File: config.mk
export PLATFORM = sky130hd
export DESIGN_NAME = delay_unit
export DESIGN_NICKNAME = d
export VERILOG_FILES = /design/src/rtl/delay_unit.sv
export SDC_FILE = /design/constraint.sdc
export NUM_CORES = 1
export LEC_CHECK = 0
export ABC_AREA = 1
export BUFFER_PORTS_ARGS = -buffer_cell sky130_fd_sc_hd__buf_2
export CORE_AREA = 2 2 42 44
export DETAILED_ROUTE_END_ITERATION = 6
export DIE_AREA = 0 0 44 46
export PLACE_DENSITY = 0.63
export SYNTH_ARGS = -nofsm -noshare
export SYNTH_HDL_FRONTEND = slang
export SYNTH_SLANG_ARGS = --single-unit
File: constraint.sdc
create_clock -name aclk -period 3.2 [get_ports aclk]
set_input_delay 0.32 -clock aclk [delete_from_list [all_inputs] [get_ports aclk]]
set_output_delay 0.32 -clock aclk [all_outputs]
set_load 0.005 [all_outputs]
File: src/rtl/delay_unit.sv
// delay_unit: programmable spike delay element for the race-logic datapath.
// A spike edge on `in` is captured together with `delay`. After delay+1
// cycles a PULSE_WIDTH-cycle pulse is emitted on `out`. Only one spike is
// accepted per operation; edges that arrive while counting or pulsing are
// dropped.
// Optional feature macro: DELAY_FALLING_EDGE_EN selects active-low spike
// coding. With it, the idle level of `in` and `out` is 1, a spike is a
// falling edge, and the pulse drives `out` to 0.
module delay_unit #(
    parameter int GAMMA_CYCLE_WIDTH = 16,
    parameter int PULSE_WIDTH       = 4
) (
    input  logic                                 aclk,
    input  logic                                 grst,
    input  logic                                 in,
    input  logic [$clog2(GAMMA_CYCLE_WIDTH)-1:0] delay,
    output logic                                 out
);

    localparam int DW  = $clog2(GAMMA_CYCLE_WIDTH);
    // One spare bit on the delay counter, so the largest delay cannot wrap.
    localparam int CW  = DW + 1;
    localparam int PCW = (PULSE_WIDTH > 1) ? $clog2(PULSE_WIDTH) : 1;
    localparam logic [PCW-1:0] PULSE_LAST = PCW'(PULSE_WIDTH - 1);

`ifdef DELAY_FALLING_EDGE_EN
    // Active-low coding: the line rests high.
    localparam logic IDLE_LVL = 1'b1;
`else
    // Active-high coding: the line rests low.
    localparam logic IDLE_LVL = 1'b0;
`endif

    typedef enum logic [1:0] {
        IDLE  = 2'd0,
        COUNT = 2'd1,
        PULSE = 2'd2
    } state_t;

    state_t         state_q;
    logic           in_prev_q;
    logic           out_q;
    logic [DW-1:0]  dly_q;
    logic [CW-1:0]  cnt_q;
    logic [CW-1:0]  cnt_d;
    logic [PCW-1:0] pcnt_q;
    logic [PCW-1:0] pcnt_d;
    logic           edge_s;
    logic           cnt_hit_s;

    // Detect a spike edge and compute the next counter values.
    always_comb begin
        edge_s    = (in != IDLE_LVL) && (in_prev_q == IDLE_LVL);
        cnt_d     = cnt_q + CW'(1);
        pcnt_d    = pcnt_q + PCW'(1);
        cnt_hit_s = (cnt_d == {1'b0, dly_q});
    end

    // Delay FSM with a registered output. The edge register keeps following
    // `in` in every state, so an input held high never re-triggers.
    always_ff @(posedge aclk) begin
        if (!grst) begin
            state_q   <= IDLE;
            in_prev_q <= IDLE_LVL;
            out_q     <= IDLE_LVL;
            dly_q     <= {DW{1'b0}};
            cnt_q     <= {CW{1'b0}};
            pcnt_q    <= {PCW{1'b0}};
        end else begin
            in_prev_q <= in;
            case (state_q)
                IDLE: begin
                    out_q <= IDLE_LVL;
                    if (edge_s) begin
                        dly_q  <= delay;
                        cnt_q  <= {CW{1'b0}};
                        pcnt_q <= {PCW{1'b0}};
                        if (delay == {DW{1'b0}}) begin
                            state_q <= PULSE;
                        end else begin
                            state_q <= COUNT;
                        end
                    end else begin
                        state_q <= IDLE;
                    end
                end
                COUNT: begin
                    out_q <= IDLE_LVL;
                    cnt_q <= cnt_d;
                    if (cnt_hit_s) begin
                        state_q <= PULSE;
                    end else begin
                        state_q <= COUNT;
                    end
                end
                PULSE: begin
                    out_q <= ~IDLE_LVL;
                    if (pcnt_q == PULSE_LAST) begin
                        state_q <= IDLE;
                    end else begin
                        pcnt_q  <= pcnt_d;
                        state_q <= PULSE;
                    end
                end
                default: begin
                    state_q <= IDLE;
                    out_q   <= IDLE_LVL;
                end
            endcase
        end
    end

    assign out = out_q;

endmodule

==> impl_metrics.json <==
{
  "grtUsageTotal_pct": 16.90,
  "postCtsHoldBufs": 0,
  "post_synth_inst_count": 101,
  "outcome": "finished clean",
  "route.detailed.drc": 0,
  "tns_ps": 0,
  "fp.dieH_um": 46,
  "instances_no_fill": 129,
  "post-route-worst-setup-slack_ps": 1815,
  "clkTransAtPathRegs_ps": 90,
  "comb_power_share_pct": 16.7,
  "fillerInstances": 169,
  "antenna_cells": 0,
  "layout_min_cycle_time_ps": 1385,
  "antenna_found_initial": 0,
  "dieArea_mm2": 0.002024,
  "startpoint_type": "flop",
  "ys.flop_type": "dfxtp_1",
  "p_clk_share_pct": 28.9,
  "max_cap_violations": 0,
  "dp_hpwl_um": 1047,
  "required_ps": 3380,
  "grt-ovfl-total": 0,
  "syn_nets": 110,
  "nets": 122,
  "cts_root_buf": "clkbuf_4",
  "cp.arrival_ps": 1560,
  "grt_pass1_wl_um": 2484,
  "rsz0062_at_grt": "no",
  "start_util_pct": 44.96,
  "first_iter_violations": 14,
  "first_pass_iters": 4,
  "hold_viol": 0,
  "synth_top_area_share_pct": 41.38,
  "powerDensity_mw_per_mm2": 470.6,
  "finalMaxSlewViolations": 0,
  "synth_seq_area_share_pct": 41.38,
  "wl_per_cell_um": 10.68,
  "clock_latency_ps": 290,
  "die_w_um": 44,
  "worstReg2RegEnd": "state_q[0]$_SDFF_PN0_",
  "peakVddDrop_uv": 250.4,
  "synth.largest_area_cell": "dfxtp_1",
  "gp_congestion": 0.7550,
  "ys_ff_latch": 15,
  "cts_buffer_depth": 2,
  "postCtsSetupRepairBufs": 0,
  "switching_power_uw": 110.8,
  "fmax_ghz": 0.7219,
  "hp-class": "in2reg",
  "vias_per_cell": 5.178,
  "yosysUniqueCellTypes": 19,
  "max_slew.worst_pin.slew_ps": 297.5,
  "htreeDepth": 1,
  "critPathKind": "reg2reg",
  "yosysMostFrequentCell": "nand2_1",
  "numCtsBuffers": 3,
  "reg2reg_setup_slack_ps": 1810,
  "rows": 15,
  "total_power_uw": 380.4,
  "yosys_warnings": 0,
  "core_area_mm2": 0.001614,
  "r2r_start": "cnt_q[0]$_SDFFE_PN0P_",
  "hold_path_depth": 3,
  "area_growth_pct": 11.38,
  "crit_path_max_fanout": 7,
  "postCtsResizedCells": 0,
  "synth_edf_count": 0,
  "setup_viol": 0,
  "synthArstFlopShare_pct": 0,
  "cts_tree": "done",
  "finalCritPeriodShare_pct": 43.29,
  "grt_start_max_net_pins": 9,
  "leakagePower_uw": 0.0003453,
  "hold_path_end": "in_prev_q$_SDFF_PN0_",
  "clock_sinks": 15,
  "drive_gt1_share_pct": 14.29,
  "hp-start": "in",
  "wl_um": 1378,
  "top_level_ports": 8,
  "dr_total_vias": 668,
  "power.internal_uw": 269.6,
  "rr_worst_depth": 8,
  "max-slew-margin-rel_pct": 80.10,
  "share_seq_of_total_power_pct": 54.3,
  "netlist_top_cells_area": "dfxtp_1, nand2_1, inv_1",
  "syn_avg_cell_area_um2": 7.185,
  "grt_pass1_vias": 574,
  "yosys-top-cells-count": "nand2_1, dfxtp_1, inv_1",
  "pre_cts_ws_ps": 1825,
  "place_inst": 125,
  "end_kind": "flop",
  "port_buffers": 7,
  "syn_area_um2": 725.7,
  "clock_skew_ps": 1.316,
  "swShare_pct": 29.14,
  "postRouteAntennaNets": 0
}
==> per-layer routing <==
layer	vias up	global-route usage (%)	wire length, um
li1	354	-	-
met4	0	10.91	44
met1	293	23.13	698
met5	-	0	0
met2	16	24.71	579
met3	5	2.381	56
==> cell families after synthesis <==
group                      share of synthesized area [%]
buffers and inverters                              7.758
DFF                                                41.38
and+or+nand+nor                                    32.59
xor gates and xnor gates                           1.207
AOI/OAI and AO/OA                                  13.62
adders and majority gates                          3.448
==> registers in the layout, summed over array words and instances, names as in the netlist <==
signal and count:
cnt_q 5, dly_q 4, in_prev_q 1, out 1, pcnt_q 2, state_q 2
==> how the worst max path moves through the flow <==
stage,startpoint,endpoint,slack [ps],cells after the start
3_5_place_dp,cnt_q[0]$_SDFFE_PN0P_,state_q[0]$_SDFF_PN0_,1820,8
2_1_floorplan,cnt_q[0]$_SDFFE_PN0P_,state_q[0]$_SDFF_PN0_,1970,8
5_1_grt,cnt_q[0]$_SDFFE_PN0P_,state_q[0]$_SDFF_PN0_,1620,8
3_3_place_gp,cnt_q[0]$_SDFFE_PN0P_,state_q[0]$_SDFF_PN0_,1840,8
4_1_cts,cnt_q[0]$_SDFFE_PN0P_,state_q[0]$_SDFF_PN0_,1820,8
6_report,cnt_q[0]$_SDFFE_PN0P_,state_q[0]$_SDFF_PN0_,1810,8
==> area by class of cell <==
| type | instances | area, um2 | area share, % |
|---|---|---|---|
| Multi-Input combinational cell | 71 | 369.1 | 45.67 |
| Tap cell | 17 | 21.27 | 2.632 |
| Sequential cell | 15 | 300.3 | 37.15 |
| Inverter | 15 | 56.30 | 6.966 |
| Clock buffer | 4 | 26.28 | 3.251 |
| Timing Repair Buffer | 7 | 35.03 | 4.334 |
==> worst max-delay path, stage by stage (launching register included) <==
cell	delay (ps)
dfxtp_1	370
ha_1	340
inv_1	50
nand2_1	50
nand4_1	120
nor2_2	140
nand3_1	80
nand2_1	70
a21oi_1	50
==> layout by cell type, fill, tap and decap left out, types with 2 or more instances in the layout <==
cell and n:
nand2_1 22, o21ai_0 6, nor2_1 11, nand3_1 7
nand4_1 4, ha_1 2, nor2_4 2, dfxtp_1 15
clkbuf_4 3, inv_1 14, buf_2 7, a21oi_1 9
==> metrics by stage <==
stage	cell area (um2)	utilization (%)	hold WS, ps
finish	808.3	50.08	231.1
global route	808.3	50.08	255.9
CTS	808.3	50.08	229.3
detailed placement	782.0	48.45	463.3
global placement	782.0	48.45	448.7
floorplan	725.7	-	413.5
==> power groups by stage <==
stage / logic, uW / clock network, uW / registers (uW)
6_report: 63.6 / 110 / 207
5_1_grt: 74.2 / 120 / 209
4_1_cts: 64.1 / 114 / 207
3_5_place_dp: 63.7 / 0 / 211
3_3_place_gp: 63.4 / 0 / 210
2_1_floorplan: 47.4 / 0 / 209
Note: power is estimated with default switching activity, not from simulation.
